`config.mk`:
```
export PLATFORM = sky130hd
export DESIGN_NAME = bram_acc_engine
export DESIGN_NICKNAME = d
export VERILOG_FILES = /design/src/rtl/bram_acc_engine.sv
export SDC_FILE = /design/constraint.sdc
export NUM_CORES = 1
export LEC_CHECK = 0
export CELL_PAD_IN_SITES_DETAIL_PLACEMENT = 1
export CELL_PAD_IN_SITES_GLOBAL_PLACEMENT = 2
export CORE_UTILIZATION = 24
export CTS_CLUSTER_SIZE = 40
export DETAILED_ROUTE_END_ITERATION = 10
export GPL_ROUTABILITY_DRIVEN = 0
export PLACE_DENSITY_LB_ADDON = 0.2
export SKIP_LAST_GASP = 1
export SLEW_MARGIN = 30
export SYNTH_ARGS = -nofsm -noshare
export SYNTH_HDL_FRONTEND = slang
export SYNTH_SLANG_ARGS = --single-unit
```
`constraint.sdc`:
```
create_clock -name clk -period 3.8 [get_ports clk]
set_input_delay 1.14 -clock clk [delete_from_list [all_inputs] [get_ports clk]]
set_output_delay 1.14 -clock clk [all_outputs]
set_load 0.05 [all_outputs]
```
`src/rtl/bram_acc_engine.sv`:
```
// Multi-lane accumulate engine: streams rows from BRAM0, sums each lane in its own
// accumulator and writes running or final sums to BRAM1.
module bram_acc_engine #(
   parameter int LANES    = 4,
   parameter int IN_W     = 8,
   parameter int ACC_W    = 16,
   parameter int AWIDTH   = 8,
   parameter int SATURATE = 0
) (
   input  logic                     clk,
   input  logic                     reset_n,
   input  logic                     start_i,
   input  logic [AWIDTH:0]          run_count_i,
   input  logic                     mode_i,
   input  logic [LANES*IN_W-1:0]    q_b0_i,
   input  logic [LANES*ACC_W-1:0]   q_b1_i,
   output logic                     idle_o,
   output logic                     read_o,
   output logic                     write_o,
   output logic                     done_o,
   output logic [AWIDTH-1:0]        addr_b0_o,
   output logic                     ce_b0_o,
   output logic                     we_b0_o,
   output logic [LANES*IN_W-1:0]    d_b0_o,
   output logic [AWIDTH-1:0]        addr_b1_o,
   output logic                     ce_b1_o,
   output logic                     we_b1_o,
   output logic [LANES*ACC_W-1:0]   d_b1_o
);

   typedef enum logic [1:0] {S_IDLE, S_RUN, S_DRAIN, S_DONE} state_t;

   state_t                   state_reg, state_next;
   logic [AWIDTH:0]          count_reg;
   logic                     mode_reg;
   logic [AWIDTH-1:0]        rd_addr_reg;
   logic [AWIDTH-1:0]        wr_addr_reg;
   logic                     data_valid_reg;
   logic                     wr_valid_reg;
   logic [LANES*ACC_W-1:0]   acc_bus;
   logic [AWIDTH:0]          last_addr;
   logic                     start_ok;
   logic                     rd_last;
   logic                     wr_last;
   logic                     wr_fire;
   logic                     unused_q_b1;

   assign unused_q_b1 = ^q_b1_i;

   assign last_addr = count_reg - (AWIDTH+1)'(1);
   assign start_ok  = (state_reg == S_IDLE) && start_i;
   assign rd_last   = ({1'b0, rd_addr_reg} == last_addr);
   assign wr_last   = ({1'b0, wr_addr_reg} == last_addr);
   // Final-only mode fires on the slot of the last running-sum write.
   assign wr_fire   = wr_valid_reg && (!mode_reg || wr_last);

   always_comb begin
      state_next = state_reg;
      case (state_reg)
         S_IDLE:  if (start_i) state_next = (run_count_i == '0) ? S_DONE : S_RUN;
         S_RUN:   if (rd_last) state_next = S_DRAIN;
         S_DRAIN: if (wr_valid_reg && wr_last) state_next = S_DONE;
         S_DONE:  state_next = S_IDLE;
         default: state_next = S_IDLE;
      endcase
   end

   always_ff @(posedge clk or negedge reset_n) begin
      if (!reset_n) begin
         state_reg      <= S_IDLE;
         count_reg      <= '0;
         mode_reg       <= 1'b0;
         rd_addr_reg    <= '0;
         wr_addr_reg    <= '0;
         data_valid_reg <= 1'b0;
         wr_valid_reg   <= 1'b0;
      end else begin
         state_reg      <= state_next;
         data_valid_reg <= (state_reg == S_RUN);
         wr_valid_reg   <= data_valid_reg;
         if (start_ok) begin
            count_reg   <= run_count_i;
            mode_reg    <= mode_i;
            rd_addr_reg <= '0;
            wr_addr_reg <= '0;
         end else begin
            // Counters hold at N-1 so a full-depth job never wraps.
            if ((state_reg == S_RUN) && !rd_last)
               rd_addr_reg <= rd_addr_reg + 1'b1;
            if (wr_valid_reg && !wr_last)
               wr_addr_reg <= wr_addr_reg + 1'b1;
         end
      end
   end

   for (genvar gi = 0; gi < LANES; gi++) begin : g_lane
      logic [ACC_W-1:0] acc_lane_reg;
      logic [ACC_W:0]   sum;
      logic [ACC_W-1:0] acc_next;

      assign sum = {1'b0, acc_lane_reg} + (ACC_W+1)'(q_b0_i[gi*IN_W +: IN_W]);

      if (SATURATE != 0) begin : g_sat
         assign acc_next = sum[ACC_W] ? '1 : sum[ACC_W-1:0];
      end else begin : g_wrap
         logic unused_carry;
         assign unused_carry = sum[ACC_W];
         assign acc_next     = sum[ACC_W-1:0];
      end

      always_ff @(posedge clk or negedge reset_n) begin
         if (!reset_n)
            acc_lane_reg <= '0;
         else if (start_ok)
            acc_lane_reg <= '0;
         else if (data_valid_reg)
            acc_lane_reg <= acc_next;
      end

      assign acc_bus[gi*ACC_W +: ACC_W] = acc_lane_reg;
   end

   assign idle_o    = (state_reg == S_IDLE);
   assign done_o    = (state_reg == S_DONE);
   assign ce_b0_o   = (state_reg == S_RUN);
   assign read_o    = ce_b0_o;
   assign addr_b0_o = ce_b0_o ? rd_addr_reg : '0;
   assign we_b0_o   = 1'b0;
   assign d_b0_o    = '0;
   assign write_o   = wr_fire;
   assign ce_b1_o   = wr_fire;
   assign we_b1_o   = wr_fire;
   assign addr_b1_o = (wr_fire && !mode_reg) ? wr_addr_reg : '0;
   assign d_b1_o    = wr_fire ? acc_bus : '0;

endmodule

```
=== Yosys cells after proc, flatten, opt, wreduce, memory -nomap -nowiden ===
Cells that the tools add are included.

* Input port bits: 109
* Output and inout bits: 120
* Logic and storage cells: 62
* Register bits: 94

* Eq/ne operators: 8
* Add/sub/neg operators: 7
* Muxes and demuxes: 20
* Reductions and logical operators: 16

{| class="wikitable"
|+ Operators with widths
! kind !! count
|-
| two-way mux 16 bit || 8
|-
| adder 16 x 8 -> 16 bit || 4
|-
| two-way mux 64 bit || 1
|-
| two-way mux 8 bit || 6
|-
| equality test 8 x 9 -> 1 bit || 2
|-
| adder 8 x 1 -> 8 bit, second input constant || 2
|-
| logical NOT 9 bit || 1
|-
| subtractor 9 x 1 -> 9 bit, second input constant || 1
|-
| two-way mux 2 bit || 4
|-
| one-hot mux 2 bit (4 select lines) || 1
|-
| logical AND 1 bit || 6
|-
| nonzero test 2 bit || 3
|-
| equality test 2 bit, second input constant || 2
|-
| != test 2 bit, second input constant || 2
|-
| logical NOT 1 bit || 3
|-
| AND reduction 3 bit || 1
|-
| equality test 2 x 1 -> 1 bit, second input constant || 1
|-
| logical NOT 2 bit || 1
|-
| != test 2 x 1 -> 1 bit, second input constant || 1
|-
| logical OR 1 bit || 1
|}

=== Longest topological paths before layout ===
* Depth after elaboration: 6
* Depth in mapped cells: 11
* Gate-level depth less buffers: 10

=== Worst setup path after synthesis ===
Ideal clock, no wire load.

* Path type: register to output
* Start point: register count_reg[0]
* End point: output port d_b1_o[17]
* Required time: 2660 ps
* Buffers on the path: 2
* Setup slack: -536 ps
* Stages on the path, launching flop included: 9
* Arrival: 3196 ps
* Cell sequence: dfrtp_1 buf_6 or4_1 buf_2 or4_1 o311a_1 nand4bb_4 o21a_4 nor3_1

* Word-level cells in the longest chain between the ends: 5

{| class="wikitable"
|+ Ends and longest elaborated chain
! item !! RTL line !! text
|-
| start, declared || 34 || <nowiki>logic [AWIDTH:0] count_reg;</nowiki>
|-
| start signal, assigned || 82 || <nowiki>count_reg <= run_count_i;</nowiki>
|-
| subtractor 9 x 1 -> 9 bit || 50 || <nowiki>assign last_addr = count_reg - (AWIDTH+1)'(1);</nowiki>
|-
| equality test 8 x 9 -> 1 bit || 53 || <nowiki>assign wr_last = ({1'b0, wr_addr_reg} == last_addr);</nowiki>
|-
| logical OR 1 bit || 55 || <nowiki>assign wr_fire = wr_valid_reg && (!mode_reg || wr_last);</nowiki>
|-
| logical AND 1 bit || 55 ||
|-
| two-way mux 64 bit || 134 || <nowiki>assign d_b1_o = wr_fire ? acc_bus : '0;</nowiki>
|-
| end, declared || 28 || <nowiki>output logic [LANES*ACC_W-1:0] d_b1_o</nowiki>
|}

No other way between the ends.

=== Worst setup path in the final report ===
* Start point: register count_reg[1]
* End point: output port d_b1_o[35]

Same word-level chain as after synthesis.

==> flow_summary.html <==
<table>
<tr><th>Metric</th><th>Value</th></tr>
<tr><th colspan="2">Run status</th></tr>
<tr><td>Run status</td><td>finished with violations</td></tr>
<tr><td>Violations in the final reports</td><td>setup timing</td></tr>
<tr><th colspan="2">Die</th></tr>
<tr><td>Die X-Extent</td><td>172 um</td></tr>
<tr><td>Die Ht</td><td>172 um</td></tr>
<tr><td>Initial Utilization</td><td>0.247</td></tr>
<tr><td>Cell Rows</td><td>61</td></tr>
<tr><td>Boundary Pins</td><td>229</td></tr>
<tr><td>Area of the core</td><td>28,100 um2</td></tr>
<tr><td>Area of the die</td><td>29,600 um2</td></tr>
<tr><th colspan="2">Power</th></tr>
<tr><td>Worst vdd ir</td><td>0.153 mV</td></tr>
<tr><td>Total power density per cell area</td><td>232 nW/um2</td></tr>
<tr><td>Leakage power</td><td>4.28 nW</td></tr>
<tr><th colspan="2">Timing</th></tr>
<tr><td>Fin crit period</td><td>4.15 ns</td></tr>
<tr><td>Transition at the pin with the smallest max-transition slack</td><td>0.590 ns</td></tr>
<tr><td>Unrepaired setup endpoints after global routing</td><td>true</td></tr>
<tr><td>Worst max-slew margin expressed relative to the limit</td><td>0.603</td></tr>
<tr><td>Finish-stage setup viols</td><td>67</td></tr>
<tr><td>Min setup slack post-route</td><td>-0.345 ns</td></tr>
<tr><td>Highest Clock Rate</td><td>0.241 GHz</td></tr>
<tr><td>Final cycle utilization of the critical path</td><td>1.09</td></tr>
<tr><td>Worst clock skew</td><td>0.0102 ns</td></tr>
<tr><td>Count of final hold-check violations</td><td>0</td></tr>
<tr><td>Max-slew violations</td><td>0</td></tr>
<tr><td>Aggregate negative setup slack</td><td>-21.35 ns</td></tr>
<tr><th colspan="2">Worst hold path</th></tr>
<tr><td>Beginning of the worst hold path</td><td>g_lane[3].acc_lane_reg[15]</td></tr>
<tr><td>Worst hold path type</td><td>flip-flop to flip-flop</td></tr>
<tr><th colspan="2">Final layout</th></tr>
<tr><td>Layout overhead on the synthesized area</td><td>42.7%</td></tr>
<tr><td># fillers</td><td>3,220</td></tr>
<tr><td>Flip-flop count of the largest register after layout</td><td>64</td></tr>
<tr><td>ANT cells</td><td>0</td></tr>
<tr><td>Fraction of final layout cells with drive strength greater than 1</td><td>0.209</td></tr>
<tr><td>Final layout net count</td><td>1,088</td></tr>
<tr><td>Post-Layout Inst Area</td><td>9900 um2</td></tr>
<tr><th colspan="2">Synth</th></tr>
<tr><td>Share of synthesized registers carrying an async set or reset</td><td>1.00</td></tr>
<tr><td>Main synth FF type</td><td>sky130_fd_sc_hd__dfrtp_1</td></tr>
<tr><td>Warning count from the yosys run</td><td>0</td></tr>
<tr><td>Fraction of the yosys area taken by sequential cells</td><td>0.339</td></tr>
<tr><td>Number of standard cells after synthesis</td><td>798</td></tr>
<tr><td>#FFs+latches synth</td><td>94</td></tr>
<tr><td>Number of synthesized flops with an enable pin</td><td>0</td></tr>
<tr><td>Distinct cell type count after synthesis</td><td>57</td></tr>
<tr><td>Netlist area before placement</td><td>6940 um2</td></tr>
<tr><td>Post-synthesis area per instance</td><td>8.70 um2</td></tr>
<tr><th colspan="2">CTS</th></tr>
<tr><td>Clk Tree Root Cell</td><td>sky130_fd_sc_hd__clkbuf_16</td></tr>
<tr><td>Total number of H-tree levels</td><td>3</td></tr>
<tr><td>Clock insertion delay at the later pin of the skew report</td><td>0.35 ns</td></tr>
<tr><td>Number of buffers created by CTS</td><td>9</td></tr>
<tr><td>TritonCTS clock tree</td><td>yes</td></tr>
<tr><td>Clock transition at the registers of the reported paths</td><td>0.07 ns</td></tr>
<tr><td>Hold bufs inserted after CTS</td><td>0</td></tr>
<tr><td>CTS Buffer Depth</td><td>2</td></tr>
<tr><td>Sink count of the clock tree</td><td>94</td></tr>
<tr><th colspan="2">Worst setup path</th></tr>
<tr><td>WP data arrival</td><td>3.01 ns</td></tr>
<tr><td>Crit Path Category</td><td>flip-flop to primary output</td></tr>
<tr><td>Critical path data required time</td><td>2.66 ns</td></tr>
<tr><td>Launching point of the worst reg2reg path</td><td>count_reg[1]</td></tr>
<tr><td>Crit path from</td><td>count_reg[1]</td></tr>
<tr><td>Largest driver fanout on the critical path</td><td>21</td></tr>
<tr><td>Capturing element type of the critical path</td><td>primary output</td></tr>
<tr><td>Type of element launching the critical path</td><td>flip-flop</td></tr>
<tr><th colspan="2">Placement</th></tr>
<tr><td>DP HPWL</td><td>15.3 mm</td></tr>
<tr><td>Placed inst area</td><td>9530 um2</td></tr>
<tr><td>Number of buffer cells added on primary ports</td><td>131</td></tr>
<tr><th colspan="2">Route</th></tr>
<tr><td>Initial drt markers</td><td>239</td></tr>
<tr><td>DR vias</td><td>6,007</td></tr>
<tr><td>Post-DR wirelength/cell</td><td>16.1 um</td></tr>
<tr><td>Wire length reported by the detailed router</td><td>21.2 mm</td></tr>
<tr><td>Drt drc</td><td>0</td></tr>
<tr><td>Antenna-violating nets left</td><td>0</td></tr>
<tr><td>DRT Pass-1 Iters</td><td>4</td></tr>
<tr><td>Post-detailed-route via-to-cell ratio</td><td>4.56</td></tr>
<tr><th colspan="2">Global routing</th></tr>
<tr><td>Number of antenna violations at the first check in global routing</td><td>1</td></tr>
<tr><td>Vias in the first global route</td><td>6,314</td></tr>
<tr><td>GRT Total Usage</td><td>0.150</td></tr>
<tr><td>Grt ovf</td><td>0</td></tr>
<tr><td>First-pass GRT wire length</td><td>34.4 mm</td></tr>
<tr><td>Maximum number of pins on one net before global-route repair</td><td>87</td></tr>
<tr><th colspan="2">Flow run</th></tr>
<tr><td>Max Cap Violations</td><td>0</td></tr>
</table>
-- where the power goes --
part	internal (mW)	switching, mW
logic	0.104	0.182
registers	1.01	0.00763
clock network	0.574	0.420
total	1.69	0.609
-- layout by cell type (no fill, tap or decap), types with 3 or more instances in the layout --
cell	n
sky130_fd_sc_hd__xnor2_1	38
sky130_fd_sc_hd__inv_1	30
sky130_fd_sc_hd__a211oi_1	16
sky130_fd_sc_hd__and2_4	59
sky130_fd_sc_hd__nand2_1	59
sky130_fd_sc_hd__o22ai_1	5
sky130_fd_sc_hd__nand4_1	3
sky130_fd_sc_hd__nor3_2	3
sky130_fd_sc_hd__dfrtp_1	93
sky130_fd_sc_hd__nor3_1	19
sky130_fd_sc_hd__o211ai_1	11
sky130_fd_sc_hd__clkdlybuf4s50_1	63
sky130_fd_sc_hd__and4_1	4
sky130_fd_sc_hd__nand3_1	24
sky130_fd_sc_hd__a31oi_1	6
sky130_fd_sc_hd__xor2_1	28
sky130_fd_sc_hd__and3_1	12
sky130_fd_sc_hd__mux2i_1	14
sky130_fd_sc_hd__nor2b_1	12
sky130_fd_sc_hd__o21ai_0	43
sky130_fd_sc_hd__fa_1	4
sky130_fd_sc_hd__or3_1	10
sky130_fd_sc_hd__o21a_1	4
sky130_fd_sc_hd__a21oi_1	25
sky130_fd_sc_hd__buf_12	73
sky130_fd_sc_hd__or4_1	7
sky130_fd_sc_hd__buf_4	31
sky130_fd_sc_hd__a21o_1	4
sky130_fd_sc_hd__clkbuf_16	9
sky130_fd_sc_hd__and2_1	23
sky130_fd_sc_hd__nor2_1	72
sky130_fd_sc_hd__o31a_1	6
sky130_fd_sc_hd__nor3b_1	6
sky130_fd_sc_hd__nand2b_1	9
sky130_fd_sc_hd__o2111ai_1	3
sky130_fd_sc_hd__conb_1	33
sky130_fd_sc_hd__ha_1	39
sky130_fd_sc_hd__a21boi_0	5
-- through the flow --
stage               instances  power, mW   util  setup slack (ns)  hold slack [ns]
finish                   1318       2.30  0.353            -0.345            0.546
global route             1318       2.40  0.353            -0.460            0.594
CTS                      1317       2.35  0.352            -0.407            0.554
detailed placement       1300       1.33  0.339           -0.0406            0.538
global placement         1300       1.32  0.339           -0.0238            0.517
floorplan                 830       1.25      -            -0.109            0.393
-- worst max-delay path, cell delays in order (launching register included) --
cell	delay, ns
sky130_fd_sc_hd__dfrtp_1	0.45
sky130_fd_sc_hd__or4_4	0.54
sky130_fd_sc_hd__or4_1	0.40
sky130_fd_sc_hd__o311a_1	0.16
sky130_fd_sc_hd__nand4bb_4	0.21
sky130_fd_sc_hd__o21a_4	0.25
sky130_fd_sc_hd__nor2_8	0.14
sky130_fd_sc_hd__buf_12	0.19
sky130_fd_sc_hd__and2_4	0.18
sky130_fd_sc_hd__buf_12	0.13
-- area by class of cell --
class,instances,area [um2],share of cell area
Clock inverter,4,72.6,0.00733
Tap cell,378,473,0.0478
Timing Repair Buffer,168,2340,0.236
Clock buffer,11,233,0.0235
Multi-Input combinational cell,632,4320,0.436
Inverter,31,116,0.0118
Sequential cell,94,2350,0.238
-- worst paths after layout --
kind	endpoint	slack [ns]	depth (start not counted)
worst max register to register	wr_addr_reg[6]	1.07	9
max in group asynchronous	count_reg[0]	2.29	2
worst max-delay path	d_b1_o[35]	-0.35	9
worst min-delay path	g_lane[3].acc_lane_reg[15]	0.55	2
min in group asynchronous	g_lane[1].acc_lane_reg[14]	0.78	1
worst min register to register	g_lane[3].acc_lane_reg[15]	0.55	2
-- Yosys cell counts, drive strengths merged (2+ instances only) --
library cell,n,area [um2]
or4,8,60.1
xor2,28,245
and2,84,526
a211oi,16,120
a31oi,6,37.5
a21o,4,30.0
nor2,73,290
or3,10,62.6
o21ai,43,215
o21a,5,45.0
ha,39,488
and3,12,75.1
nand2,59,221
o31a,6,52.6
nand4,3,18.8
xnor2,38,333
a21boi,5,37.5
mux2i,14,140
fa,4,80.1
or2,2,12.5
buf,49,378
o2111ai,4,41.3
a21oi,25,125
nor2b,12,75.1
nand3,24,120
nor3,23,115
nor4,2,18.8
and4,4,35.0
dfrtp,94,2350
nand2b,9,56.3
o22ai,5,31.3
a2bb2oi,2,17.5
clkbuf,24,90.1
o211ai,11,82.6
nor3b,6,45.0
inv,31,116
-- logic make-up (layout without fill, tap and decap cells) --
kind of cell | after synthesis | count (layout) | share of synthesized area
AND/OR/NAND/NOR | 333 | 333 | 0.255
AO/OA/AOI/OAI | 143 | 143 | 0.136
buffers and inverters | 104 | 214 | 0.0842
flip-flops | 94 | 94 | 0.339
XOR/XNOR | 66 | 66 | 0.0833
adder cells (fa/ha/maj) | 43 | 43 | 0.0819
multiplexers | 14 | 14 | 0.0202
other | 1 | 33 | 0.000540
-- routing by layer --
metal	GRT usage	wire length, um
met1	0.190	9820
met2	0.251	9900
met3	0.0419	1200
met4	0.0366	249
met5	0	11
-- repair_timing --
item | CTS | global route
endpoints found under the setup margin | 67 | 67
buffers inserted | 2 | 1
gates resized for setup | 5 | 1
pin swaps | 1 | 1
No activity file was read; power rests on OpenSTA's default activity.
